`config.mk`:
```
export PLATFORM = sky130hd
export DESIGN_NAME = sprite_blitter
export DESIGN_NICKNAME = d
export VERILOG_FILES = /design/src/rtl/chip8_pkg.sv /design/src/rtl/blit_coord.sv /design/src/rtl/sprite_blitter.sv
export SDC_FILE = /design/constraint.sdc
export NUM_CORES = 1
export LEC_CHECK = 0
export CORE_MARGIN = 4
export CORE_UTILIZATION = 35
export DETAILED_ROUTE_END_ITERATION = 16
export PLACE_DENSITY = 0.71
export SLEW_MARGIN = 20
export SYNTH_ARGS = -nofsm -noshare
export SYNTH_HDL_FRONTEND = slang
export SYNTH_SLANG_ARGS = --single-unit
```
`constraint.sdc`:
```
create_clock -name clk -period 4.6 [get_ports clk]
set_clock_uncertainty 0.15 [all_clocks]
set_input_delay 1.38 -clock clk [delete_from_list [all_inputs] [get_ports clk]]
set_output_delay 1.38 -clock clk [all_outputs]
set_load 0.05 [all_outputs]
```
`src/rtl/chip8_pkg.sv`:
```
// chip8_pkg: shared constants and the sprite engine state type.
package chip8_pkg;

  // Default geometry and bus widths for the sprite engine.
  localparam int DEF_SCR_W  = 128;
  localparam int DEF_SCR_H  = 64;
  localparam int DEF_ADDR_W = 12;
  localparam int DEF_PIX_W  = 2;

  // A lit pixel is stored as all-ones and an unlit pixel as zero.
  localparam logic [DEF_PIX_W-1:0] PIX_ON  = '1;
  localparam logic [DEF_PIX_W-1:0] PIX_OFF = '0;

  // Sprite engine sequencing states.
  typedef enum logic [2:0] {
    BLIT_IDLE,
    BLIT_FETCH,
    BLIT_LATCH,
    BLIT_PIXEL,
    BLIT_DONE
  } blit_state_e;

endpackage

```
`src/rtl/blit_coord.sv`:
```
// blit_coord: maps a sprite origin plus column/row offsets to a screen position
// and flags whether that position is visible. In wrap mode every position is
// visible and folded back onto the screen; in clip mode anything that runs past
// the right or bottom edge is reported as off-screen. Purely combinational so
// it can also serve address generation for a full-screen clear.
module blit_coord
  import chip8_pkg::*;
#(
  parameter int SCR_W = DEF_SCR_W,
  parameter int SCR_H = DEF_SCR_H
) (
  input  logic [$clog2(SCR_W)-1:0] x0_i,
  input  logic [$clog2(SCR_H)-1:0] y0_i,
  input  logic [3:0]               col_i,
  input  logic [3:0]               row_i,
  input  logic                     wrap_i,
  output logic [$clog2(SCR_W)-1:0] hpos_o,
  output logic [$clog2(SCR_H)-1:0] vpos_o,
  output logic                     on_screen_o
);
  localparam int HW = $clog2(SCR_W);
  localparam int VW = $clog2(SCR_H);

  logic [HW:0] hSum;
  logic [VW:0] vSum;

  // Sum with one carry bit; the carry marks a position past the screen edge,
  // and dropping it gives the wrapped position for free (power-of-2 screens).
  always_comb begin
    hSum        = {1'b0, x0_i} + (HW + 1)'(col_i);
    vSum        = {1'b0, y0_i} + (VW + 1)'(row_i);
    hpos_o      = hSum[HW-1:0];
    vpos_o      = vSum[VW-1:0];
    on_screen_o = wrap_i | ~(hSum[HW] | vSum[VW]);
  end

endmodule

```
`src/rtl/sprite_blitter.sv`:
```
// sprite_blitter: standalone DXYN sprite engine. Fetches sprite rows from RAM,
// XORs them into VRAM with a read-modify-write per pixel and reports whether
// any lit pixel was turned off (the VF collision flag).
// Build option: define SPRITE16_EN to make spr_n=0 draw a 16x16 sprite
// (two bytes per row, high byte first); without it spr_n=0 is a null draw.
module sprite_blitter
  import chip8_pkg::*;
#(
  parameter int SCR_W  = DEF_SCR_W,
  parameter int SCR_H  = DEF_SCR_H,
  parameter int ADDR_W = DEF_ADDR_W,
  parameter int PIX_W  = DEF_PIX_W
) (
  input  logic                     clk,
  input  logic                     reset_n,
  input  logic                     start,
  input  logic                     mode_wrap,
  input  logic [7:0]               spr_x,
  input  logic [7:0]               spr_y,
  input  logic [3:0]               spr_n,
  input  logic [ADDR_W-1:0]        spr_addr,
  output logic                     busy,
  output logic                     done,
  output logic                     collision,
  output logic [ADDR_W-1:0]        ram_addr,
  input  logic [7:0]               ram_dout,
  output logic [$clog2(SCR_W)-1:0] vram_hpos,
  output logic [$clog2(SCR_H)-1:0] vram_vpos,
  input  logic [PIX_W-1:0]         vram_pixelo,
  output logic [PIX_W-1:0]         vram_pixeli,
  output logic                     vram_we
);
  localparam int HW = $clog2(SCR_W);
  localparam int VW = $clog2(SCR_H);

  blit_state_e       state_q, state_d;
  logic [HW-1:0]     x0_q, x0_d;
  logic [VW-1:0]     y0_q, y0_d;
  logic [ADDR_W-1:0] base_q, base_d;
  logic [4:0]        nRows_q, nRows_d;
  logic              wrap_q, wrap_d;
  logic              wide_q, wide_d;
  logic [3:0]        rowIdx_q, rowIdx_d;
  logic [3:0]        colIdx_q, colIdx_d;
  logic              byteIdx_q, byteIdx_d;
  logic [15:0]       shiftReg_q, shiftReg_d;
  logic              coll_q, coll_d;

  logic              wideReq;
  logic [HW-1:0]     coordH;
  logic [VW-1:0]     coordV;
  logic              onScreen;
  logic              spriteBit;
  logic              pixWe;
  logic              rowLast;
  logic [3:0]        colLast;
  logic [4:0]        rowOffset;
  logic [PIX_W-1:0]  pixOn;
  logic [PIX_W-1:0]  pixOff;

`ifdef SPRITE16_EN
  assign wideReq = (spr_n == 4'd0);
`else
  assign wideReq = 1'b0;
`endif

  assign pixOn  = {PIX_W{PIX_ON[0]}};
  assign pixOff = {PIX_W{PIX_OFF[0]}};

  blit_coord #(
    .SCR_W (SCR_W),
    .SCR_H (SCR_H)
  ) u_coord (
    .x0_i        (x0_q),
    .y0_i        (y0_q),
    .col_i       (colIdx_q),
    .row_i       (rowIdx_q),
    .wrap_i      (wrap_q),
    .hpos_o      (coordH),
    .vpos_o      (coordV),
    .on_screen_o (onScreen)
  );

  // Per-row bookkeeping: which sprite bit is current, where the row ends and
  // whether this is the final row of the sprite.
  always_comb begin
    spriteBit = wide_q ? shiftReg_q[15] : shiftReg_q[7];
    colLast   = wide_q ? 4'd15 : 4'd7;
    rowLast   = ({1'b0, rowIdx_q} == (nRows_q - 5'd1));
    rowOffset = wide_q ? {rowIdx_q, byteIdx_q} : {1'b0, rowIdx_q};
    pixWe     = (state_q == BLIT_PIXEL) && spriteBit && onScreen;
  end

  // Bus outputs: address/position buses idle at zero outside the states that use them.
  always_comb begin
    busy        = (state_q != BLIT_IDLE);
    done        = (state_q == BLIT_DONE);
    collision   = coll_q;
    ram_addr    = (state_q == BLIT_FETCH) ? (base_q + ADDR_W'(rowOffset)) : '0;
    vram_hpos   = (state_q == BLIT_PIXEL) ? coordH : '0;
    vram_vpos   = (state_q == BLIT_PIXEL) ? coordV : '0;
    vram_we     = pixWe;
    vram_pixeli = pixWe ? (vram_pixelo[0] ? pixOff : pixOn) : '0;
  end

  // Next-state logic: latch the request, fetch each row's bytes, then walk the
  // row one pixel per cycle, accumulating collision from the pixels we flip off.
  always_comb begin
    state_d    = state_q;
    x0_d       = x0_q;
    y0_d       = y0_q;
    base_d     = base_q;
    nRows_d    = nRows_q;
    wrap_d     = wrap_q;
    wide_d     = wide_q;
    rowIdx_d   = rowIdx_q;
    colIdx_d   = colIdx_q;
    byteIdx_d  = byteIdx_q;
    shiftReg_d = shiftReg_q;
    coll_d     = coll_q;

    case (state_q)
      BLIT_IDLE: begin
        if (start) begin
          x0_d      = HW'(spr_x & 8'(SCR_W - 1));
          y0_d      = VW'(spr_y & 8'(SCR_H - 1));
          base_d    = spr_addr;
          wrap_d    = mode_wrap;
          wide_d    = wideReq;
          nRows_d   = wideReq ? 5'd16 : {1'b0, spr_n};
          rowIdx_d  = '0;
          colIdx_d  = '0;
          byteIdx_d = 1'b0;
          coll_d    = 1'b0;
          state_d   = ((spr_n != 4'd0) || wideReq) ? BLIT_FETCH : BLIT_DONE;
        end
      end

      BLIT_FETCH: begin
        state_d = BLIT_LATCH;
      end

      BLIT_LATCH: begin
        shiftReg_d = {shiftReg_q[7:0], ram_dout};
        if (wide_q && !byteIdx_q) begin
          byteIdx_d = 1'b1;
          state_d   = BLIT_FETCH;
        end else begin
          byteIdx_d = 1'b0;
          colIdx_d  = '0;
          state_d   = BLIT_PIXEL;
        end
      end

      BLIT_PIXEL: begin
        shiftReg_d = {shiftReg_q[14:0], 1'b0};
        if (pixWe && vram_pixelo[0]) begin
          coll_d = 1'b1;
        end
        if (colIdx_q == colLast) begin
          colIdx_d = '0;
          if (rowLast) begin
            state_d = BLIT_DONE;
          end else begin
            rowIdx_d = rowIdx_q + 4'd1;
            state_d  = BLIT_FETCH;
          end
        end else begin
          colIdx_d = colIdx_q + 4'd1;
        end
      end

      BLIT_DONE: begin
        state_d = BLIT_IDLE;
      end

      default: begin
        state_d = BLIT_IDLE;
      end
    endcase
  end

  // State and datapath registers; reset abandons any draw in progress.
  always_ff @(posedge clk or negedge reset_n) begin
    if (!reset_n) begin
      state_q    <= BLIT_IDLE;
      x0_q       <= '0;
      y0_q       <= '0;
      base_q     <= '0;
      nRows_q    <= '0;
      wrap_q     <= 1'b0;
      wide_q     <= 1'b0;
      rowIdx_q   <= '0;
      colIdx_q   <= '0;
      byteIdx_q  <= 1'b0;
      shiftReg_q <= '0;
      coll_q     <= 1'b0;
    end else begin
      state_q    <= state_d;
      x0_q       <= x0_d;
      y0_q       <= y0_d;
      base_q     <= base_d;
      nRows_q    <= nRows_d;
      wrap_q     <= wrap_d;
      wide_q     <= wide_d;
      rowIdx_q   <= rowIdx_d;
      colIdx_q   <= colIdx_d;
      byteIdx_q  <= byteIdx_d;
      shiftReg_q <= shiftReg_d;
      coll_q     <= coll_d;
    end
  end

endmodule

```
After elaboration in Yosys (flattened, before gate mapping)
Index checks and enable logic that the tools add are counted.
{"block": "totals", "ff_bits": 50, "inputBits": 46, "output_inout_bits": 31, "word_cells": 63}
{"block": "classes", "n_addsub": 6, "eq_ne": 10, "muxes": 20, "bitwise": 3, "n_reduce_logical": 14}
{"operator": "$mux W4", "count": 4}
{"operator": "$pmux W8 S2", "count": 1}
{"operator": "$add A12 B4 Y12", "count": 1}
{"operator": "$mux W12", "count": 1}
{"operator": "$mux W3", "count": 4}
{"operator": "$pmux W3 S4", "count": 1}
{"operator": "$pmux W4 S3", "count": 1}
{"operator": "$add A4 B1 Y4 const B", "count": 2}
{"operator": "$add A7 B4 Y8", "count": 1}
{"operator": "$pmux W4 S2", "count": 1}
{"operator": "$add A6 B4 Y7", "count": 1}
{"operator": "$mux W7", "count": 1}
{"operator": "$eq A3 B2 Y1 const B", "count": 2}
{"operator": "$mux W6", "count": 1}
{"operator": "$reduce_and A2 Y1", "count": 3}
{"operator": "$reduce_bool A3 Y1", "count": 2}
{"operator": "$eq A4 B5 Y1", "count": 1}
{"operator": "$sub A4 B1 Y5 const B", "count": 1}
{"operator": "$eq A4 B3 Y1 const B", "count": 1}
{"operator": "$mux W2", "count": 2}
{"operator": "$ne A2 B1 Y1 const B", "count": 2}
{"operator": "$ne A2 B2 Y1 const B", "count": 2}
{"operator": "$reduce_and A4 Y1", "count": 1}
{"operator": "$reduce_bool A2 Y1", "count": 2}
{"operator": "10 further kinds", "count": 14}

Longest topological paths before layout
Gate-level depths: netlist of run 1.
{"block": "logic_depth", "ltp_word": 8, "depth_mapped": 8, "ltp_nobuf": 8}

Hierarchy
Synthesis of run 1 repeated with hierarchy kept, for this count alone.
{"block": "unflattened", "cells_unflattened": 307, "hier_area_um2": 3084.2}
{"module": "sprite_blitter", "n_inst": 1, "cells_each": 255, "area_each_um2": 2680.1}
{"module": "blit_coord", "n_inst": 1, "cells_each": 52, "area_each_um2": 404.1}

Worst setup path after synthesis of run 1
OpenSTA, ideal clock, no wires.
{"block": "synth_timing", "kind": "register to output", "start": "register rowIdx_q[0]", "end": "output vram_pixeli[1]", "arrival_time_ns": 3.258, "setup_slack_ns": -0.188, "stages_incl_launch_ff": 9, "n_path_buf": 1, "cell_sequence": "dfrtp_1 -> ha_1 -> fa_1 -> a21o_1 -> a21oi_1 -> o311a_1 -> o41a_1 -> nor2b_1 -> buf_4"}
{"block": "synth_via", "elab_chain_len": 6}
{"element": "start: declaration", "line_no": "sprite_blitter.sv:43", "source": "logic [3:0] rowIdx_q, rowIdx_d;"}
{"element": "start signal: assignment", "line_no": "sprite_blitter.sv:206", "source": "rowIdx_q <= rowIdx_d;"}
{"element": "$add A6 B4 Y7", "line_no": "blit_coord.sv:31", "source": "vSum = {1'b0, y0_i} + (VW + 1)'(row_i);"}
{"element": "$or A1 B1 Y1", "line_no": "blit_coord.sv:34", "source": "on_screen_o = wrap_i | ~(hSum[HW] | vSum[VW]);"}
{"element": "$not A1 Y1", "line_no": "blit_coord.sv:34"}
{"element": "$or A1 B1 Y1", "line_no": "blit_coord.sv:34"}
{"element": "$logic_and A1 B1 Y1", "line_no": "sprite_blitter.sv:91", "source": "pixWe = (state_q == BLIT_PIXEL) && spriteBit && onScreen;"}
{"element": "via vram_we", "line_no": "sprite_blitter.sv:31", "source": "output logic vram_we"}
{"element": "$mux W2", "line_no": "sprite_blitter.sv:103", "source": "vram_pixeli = pixWe ? (vram_pixelo[0] ? pixOff : pixOn) : '0;"}
{"element": "end: declaration", "line_no": "sprite_blitter.sv:30", "source": "output logic [PIX_W-1:0] vram_pixeli,"}
The timed path passes the listed nets, and every way through them passes these cells.

Worst setup path in the final report of run 1
{"block": "layout_timing", "start": "register rowIdx_q[3]", "end": "output ram_addr[7]"}
{"block": "layout_via", "elab_chain_len": 2}
{"element": "$add A12 B4 Y12", "line_no": "sprite_blitter.sv:99", "source": "ram_addr = (state_q == BLIT_FETCH) ? (base_q + ADDR_W'(rowOffset)) : '0;"}
{"element": "$mux W12", "line_no": "sprite_blitter.sv:99"}
{"element": "end: declaration", "line_no": "sprite_blitter.sv:25", "source": "output logic [ADDR_W-1:0] ram_addr,"}
No other way between the ends.

==> results.sh, run 1 <==
export IMPL_whs_ns=0.3378
export IMPL_cp_startpoint="rowIdx_q[3]$_DFFE_PN0P_"
export IMPL_vdd_ir_drop_worst_mv=0.5218
export IMPL_worst_path_largest_cell_delay_ns=0.82
export IMPL_critPathMaxFanout=5
export IMPL_fin_crit_ns=4.423
export IMPL_yosysWarnings=0
export IMPL_initial_core_util=0.3647
export IMPL_switching_power_mw=1.623
export IMPL_critPathMostFrequentCell="nand3_1"
export IMPL_leakage_nw=1.784
export IMPL_gp_congestion=0.8166
export IMPL_cts_tree="built"
export IMPL_clkSinkCount=50
export IMPL_powerDensity_nw_per_um2=833.5
export IMPL_synth_cell_types=46
export IMPL_clkTransAtPathRegs_ns=0.10
export IMPL_clock_fmax_mhz=226.1
export IMPL_grt_pass1_wl_um=11560
export IMPL_portBuffers=72
export IMPL_final_antenna_net_count=0
export IMPL_cts_root_buffer="clkbuf_8"
export IMPL_routed_wl_um=7040
export IMPL_clk_path_buf_depth=2
export IMPL_total_power_mw=3.335
export IMPL_finalMaxSlewViolations=0
export IMPL_overflow=0
export IMPL_layout_common_cells="clkdlybuf4s50_1 (61), dfrtp_1 (50), nand2_1 (25), o21ai_0 (25), mux2_2 (25)"
export IMPL_die_area_um2=10250
export IMPL_final_nets=434
export IMPL_wl_per_cell_um=14.79
export IMPL_required_ns=3.07
export IMPL_async_reset_ff_frac=1.000
export IMPL_hp_class="reg -> reg"
export IMPL_path_cells="ha_1 > nand3_1 > o211ai_1 > nand3_1 > xor2_1 > nor2_1 > clkdlybuf4s50_1"
export IMPL_fin_ws_ns=0.1767
export IMPL_hold_viol=0
export IMPL_clkPwrFrac=0.110
export IMPL_reg2reg_from="rowIdx_q[0]$_DFFE_PN0P_"
export IMPL_status="finished, final reports clean"
export IMPL_ys_seq_area_frac=0.4114
export IMPL_dp_slack_ns=0.3224
export IMPL_arrival_ns=2.89
export IMPL_grt_antenna_before_repair=0
export IMPL_cp_slowest_cell="clkdlybuf4s50_1"
export IMPL_core_rowCount=33
export IMPL_cp_num_buf_inv=1
export IMPL_track_usage=0.1408
export IMPL_routed_via_density=5.015
export IMPL_netlist_area_um2=3042
export IMPL_syn2layout_area_growth_pct=31.55
export IMPL_die_y_um=101.2
export IMPL_drt_iter0_drc=89
export IMPL_swShare=0.4867
export IMPL_grt_max_degree=31
export IMPL_synthFlopType="dfrtp_1"
export IMPL_first_pass_iters=4
export IMPL_final_util=0.4797
export IMPL_route_detailed_drc=0
export IMPL_worst_pin_slew_ns=0.5748
export IMPL_cts_buffers=5
export IMPL_route_vias_total=2387
export IMPL_power_internal_mw=1.712
export IMPL_critPathTopFamily="buffers and inverters"
export IMPL_pwr_share_seq=0.255
export IMPL_cp_end_kind="output pin"
export IMPL_synth_edf_count=0
export IMPL_synth_nets=366
export IMPL_rsz0062_at_grt="false"
export IMPL_power_frac_comb=0.635
export IMPL_cts_setup_buffers=0
export IMPL_mostFrequentLayoutCell="clkdlybuf4s50_1"
export IMPL_clkLatencyLatePin_ns=0.30
export IMPL_dp_final_hpwl_um=5367
export IMPL_drive_gt1_frac=0.1402
export IMPL_n_antenna_cell=0
export IMPL_min_delay_start="shiftReg_q[5]$_DFFE_PN0P_"
export IMPL_setup_tns_final_ns=0
export IMPL_fin_crit_sh=0.9616
export IMPL_path_class="reg -> out"
export IMPL_syn_area_per_cell_um2=10.07
export IMPL_h_tree_depth=2
export IMPL_slew_headroom=0.6168
export IMPL_grt_pass1_vias=2422
export IMPL_maxCapViolations=0
export IMPL_die_w_um=101.2
export IMPL_synth_seq_cells=50
export IMPL_startpoint_type="flip-flop"
export IMPL_finalSetupViolCount=0
export IMPL_synthCells=302
export IMPL_num_io_pins=77
export IMPL_core_um2=8341
==> worst register-to-register path, delay by kind of cell, from the launching register on <==
kind,cells,cell delay [ns]
AO/OA/AOI/OAI,5,1.01
adder cells (fa/ha/maj),2,0.69
flip-flops,1,0.50
==> synthesized netlist by cell type (3+ instances only) <==
master | count | share of area
a21o_1 | 5 | 0.012
a21oi_1 | 11 | 0.018
and2_1 | 6 | 0.012
buf_2 | 7 | 0.012
clkbuf_1 | 7 | 0.0086
dfrtp_1 | 50 | 0.41
fa_1 | 3 | 0.020
ha_1 | 15 | 0.062
inv_1 | 16 | 0.020
mux2_2 | 25 | 0.093
mux2i_1 | 11 | 0.036
nand2_1 | 25 | 0.031
nand2b_1 | 5 | 0.010
nand3_1 | 4 | 0.0066
nor2_1 | 24 | 0.030
nor2b_1 | 6 | 0.012
nor3_1 | 5 | 0.0082
o211ai_1 | 3 | 0.0074
o21ai_0 | 25 | 0.041
xnor2_1 | 11 | 0.032
xor2_1 | 8 | 0.023
==> flip-flops by register name (all words and copies together) (netlist names), 3 cells and up <==
name and cells:
x0_q 7, state_q 3, colIdx_q 4, y0_q 6, shiftReg_q 8, base_q 12
nRows_q 4, rowIdx_q 4
==> path summary, 6_finish.rpt <==
kind	end	slack, ns	depth (start not counted)
setup / recovery	ram_addr[7]	0.18	7
hold / removal	shiftReg_q[5]$_DFFE_PN0P_	0.34	2
setup reg to reg	collision$_DFFE_PN0P_	2.20	7
hold reg to reg	shiftReg_q[5]$_DFFE_PN0P_	0.34	2
max in group asynchronous	rowIdx_q[2]$_DFFE_PN0P_	2.64	2
min in group asynchronous	y0_q[5]$_DFFE_PN0P_	0.86	1
==> cell type report <==
cell class | instances | area [um^2]
clock buffer | 5 | 68.82
clock inverter | 3 | 68.82
fill | 791 | 4339
inverter | 16 | 60.06
multi-input combinational | 221 | 1669
sequential | 50 | 1251
tap | 105 | 131.4
timing repair buffer | 76 | 752.0
==> power by group through the flow <==
stage	combinational (mW)	sequential [mW]	clock, mW
after CTS	2.14	0.851	0.380
after detailed placement	2.13	0.859	0
after floorplan	1.59	0.799	0
final	2.12	0.850	0.368
after global placement	2.09	0.846	0
after global routing	2.30	0.883	0.392
==> timing repair <==
action,CTS,global route
endpoints found under the setup margin,1,6
endpoints found under the hold margin,0,0
hold buffers,0,0
resized for setup,1,6
==> through the flow <==
stage               instances  area (um^2)
finish                    476         4001
floorplan                 302         3044
CTS                       476         3986
global placement          468         3850
global route              476         4001
detailed placement        468         3850
==> per-layer routing <==
metal | vias up | global-route usage | wire [um]
li1 | 1178 | - | -
met2 | 62 | 0.2324 | 3409
met3 | 9 | 0.01997 | 264
met5 | - | 0 | 0
met4 | 0 | 0.05010 | 119
met1 | 1138 | 0.1888 | 3247
==> kinds of logic after synthesis <==
group / count (synthesis) / synth area share
adder cells (fa/ha/maj): 18 / 0.08145
flip-flops: 50 / 0.4114
multiplexers: 37 / 0.1337
AO/OA/AOI/OAI: 55 / 0.1197
AND/OR/NAND/NOR: 91 / 0.1514
buffers and inverters: 31 / 0.04237
XOR/XNOR: 20 / 0.06006
Power figures use the tool's default switching activity.
==> inputs of run 2 (changes only) <==
--- a/config.mk
+++ b/config.mk
@@ -9,7 +9,6 @@
 export CORE_UTILIZATION = 35
 export DETAILED_ROUTE_END_ITERATION = 16
 export PLACE_DENSITY = 0.71
-export SLEW_MARGIN = 20
 export SYNTH_ARGS = -nofsm -noshare
 export SYNTH_HDL_FRONTEND = slang
 export SYNTH_SLANG_ARGS = --single-unit
==> results of run 2 <==
Final layout, timing and power as in run 1 (identical DEF).
==> RTL edit (flow settings as in run 1) <==
The package constant `DEF_SCR_H` goes from 64 to 256.
--- a/src/rtl/chip8_pkg.sv
+++ b/src/rtl/chip8_pkg.sv
@@ -3,7 +3,7 @@
 
   // Default geometry and bus widths for the sprite engine.
   localparam int DEF_SCR_W  = 128;
-  localparam int DEF_SCR_H  = 64;
+  localparam int DEF_SCR_H  = 256;
   localparam int DEF_ADDR_W = 12;
   localparam int DEF_PIX_W  = 2;
 
Ports: changed (resized vram_vpos); port bits go from 77 to 79. No check against the original RTL was run, so the function may have changed too.
==> RTL edit against run 1 <==
Routed wire length up 6.4%; final area up 1.9%; global-route usage grew 0.72 points; area after synthesis increased by 2.3%; sequential cell count grew 2; sequential share of layout area up 0.65 points; hold slack improved by 0.0075 ns; critical path depth is 2 higher; total power shrank 3.8%; die area grew 2.1%; setup slack gained 0.032 ns.
==> RTL edit: results (changes against run 1) <==
[placed_design]
place.gp.congestion=0.772  ; -5.4%
hpwl_mm=5.70  ; +6.2%
place_area_um2=3960  ; +2.8%
io_buffer_count=76  ; +5.6%

[worst_hold_path]
holdPathStages=2  ; unchanged
hold_path_end=shiftReg_q[6]$_DFFE_PN0P_
hp-class=reg -> reg
hold_start=shiftReg_q[6]$_DFFE_PN0P_

[critical_path]
crit_start=rowIdx_q[0]$_DFFE_PN0P_
reg2reg_slack_ns=2.06  ; -0.14 ns
cp_data_arrival_time_ns=2.86  ; -0.03 ns
crit_family=buffers and inverters
critical_path.endpoint=vram_vpos[6]
critPathMaxStageDelay_ns=0.81
r2r_end=colIdx_q[2]$_DFFE_PN0P_
r2r_cells=5  ; -2
worstPathMaxFanout=7  ; +2
reg2reg_from=state_q[0]$_DFFE_PN0P_

[finish]
drive_gt1_frac=0.0413  ; -0.0989
top_register=base_q
nets=501  ; +15%
diodes=0  ; unchanged
largest_registers=base_q (12), shiftReg_q (8), y0_q (8)

[power]
power.leakage_nw=1.95  ; +9.1%
peakVddDrop_mv=0.492  ; -5.7%

[detailed_routing]
via_per_inst=4.92  ; -1.9%
first_pass_iters=4  ; unchanged
routed_wl_mm=7.49  ; +6.4%
drt_iter0_markers=66  ; -26%

[global_routing]
grt_max_degree=42  ; +35%
use_met1=0.195  ; +0.00657
antenna_found_initial=0  ; unchanged
grt_pass1_wl_mm=12.4  ; +6.8%
grt.busiest_layer=met2
grtUsageTotal=0.148  ; +0.00722
grt_util_met2=0.250  ; +0.0175
first_global_vias=2672  ; +10%
use_met3=0.0253  ; +0.00528

[synthesis]
synth_warnings=0  ; unchanged
yosys-top-cells-count=100 x nand2_1, 52 x dfrtp_1, 24 x nor2_1
async_flop_share=1.00  ; unchanged
synth.distinct_cells=48  ; +4.3%
synthTopCellsByArea=dfrtp_1 42%, nand2_1 12%, ha_1 6.0%
ys_seq_area_frac=0.418  ; +0.00699
synth_nets=430  ; +17%
synth_ff_type=dfrtp_1

[clock_network]
clkLatencyLatePin_ns=0.30  ; about the same
clkTransAtPathRegs_ns=0.09
post_cts_buffers=0  ; unchanged
cts_root_buf=clkbuf_8
cts_buffer_depth=2  ; unchanged
ctsHtreeMaxLevel=2  ; unchanged

[timing]
timing.slew.headroom=0.550  ; -0.0670

[run_status]
status=complete, no violations

## RTL edit: changes by cell type after synthesis, moves of 6 or more
cell / change
clkbuf_1: +6
mux2_2: -25
o21ai_1: +11
buf_2: -6
o21ai_0: -9
nand2_1: +75
## RTL edit: logic make-up after synthesis
| family | synth area share |
|---|---|
| buffers and inverters | 0.0451 |
| AND/OR/NAND/NOR | 0.251 |
| flip-flops | 0.418 |
| multiplexers | 0.0294 |
| adder cells (fa/ha/maj) | 0.0796 |
| AO/OA/AOI/OAI | 0.117 |
| XOR/XNOR | 0.0591 |
## RTL edit: cell type report
cell class                      instances  area (um^2)
Clock buffer                            5         68.8
Multi-Input combinational cell        280         1670
Inverter                               17         63.8
Timing Repair Buffer                   81          808
Clock inverter                          1         30.0
Tap cell                              108          135
Fill cell                             903         4600
Sequential cell                        52         1300
## RTL edit: power by group
part | internal, W | switching (W)
combinational | 0.000778 | 0.00125
clock | 0.000156 | 0.000144
sequential | 0.000661 | 0.000216
total | 0.00160 | 0.00161
## RTL edit: per-stage QoR
| stage | worst slack (ns) | total power (W) | hold slack [ns] | util | cells |
|---|---|---|---|---|---|
| global placement | 0.417 | 0.00287 | 0.313 | 0.456 | 538 |
| detailed placement | 0.372 | 0.00294 | 0.330 | 0.456 | 538 |
| finish | 0.209 | 0.00321 | 0.345 | 0.470 | 544 |
| global route | 0.0194 | 0.00345 | 0.364 | 0.470 | 544 |
| CTS | 0.0533 | 0.00324 | 0.352 | 0.467 | 544 |
| floorplan | 0.274 | 0.00233 | 0.297 | - | 366 |
## RTL edit: metal layers
layer  vias up  share of wire
li1       1352              -
met1      1251           0.46
met2        66           0.48
met3         7          0.050
met4         0          0.014
met5         -              0
## RTL edit: timing repair
action	CTS	global route
gates resized for setup	0	8
hold buffers	0	0
endpoints found under the setup margin	0	8
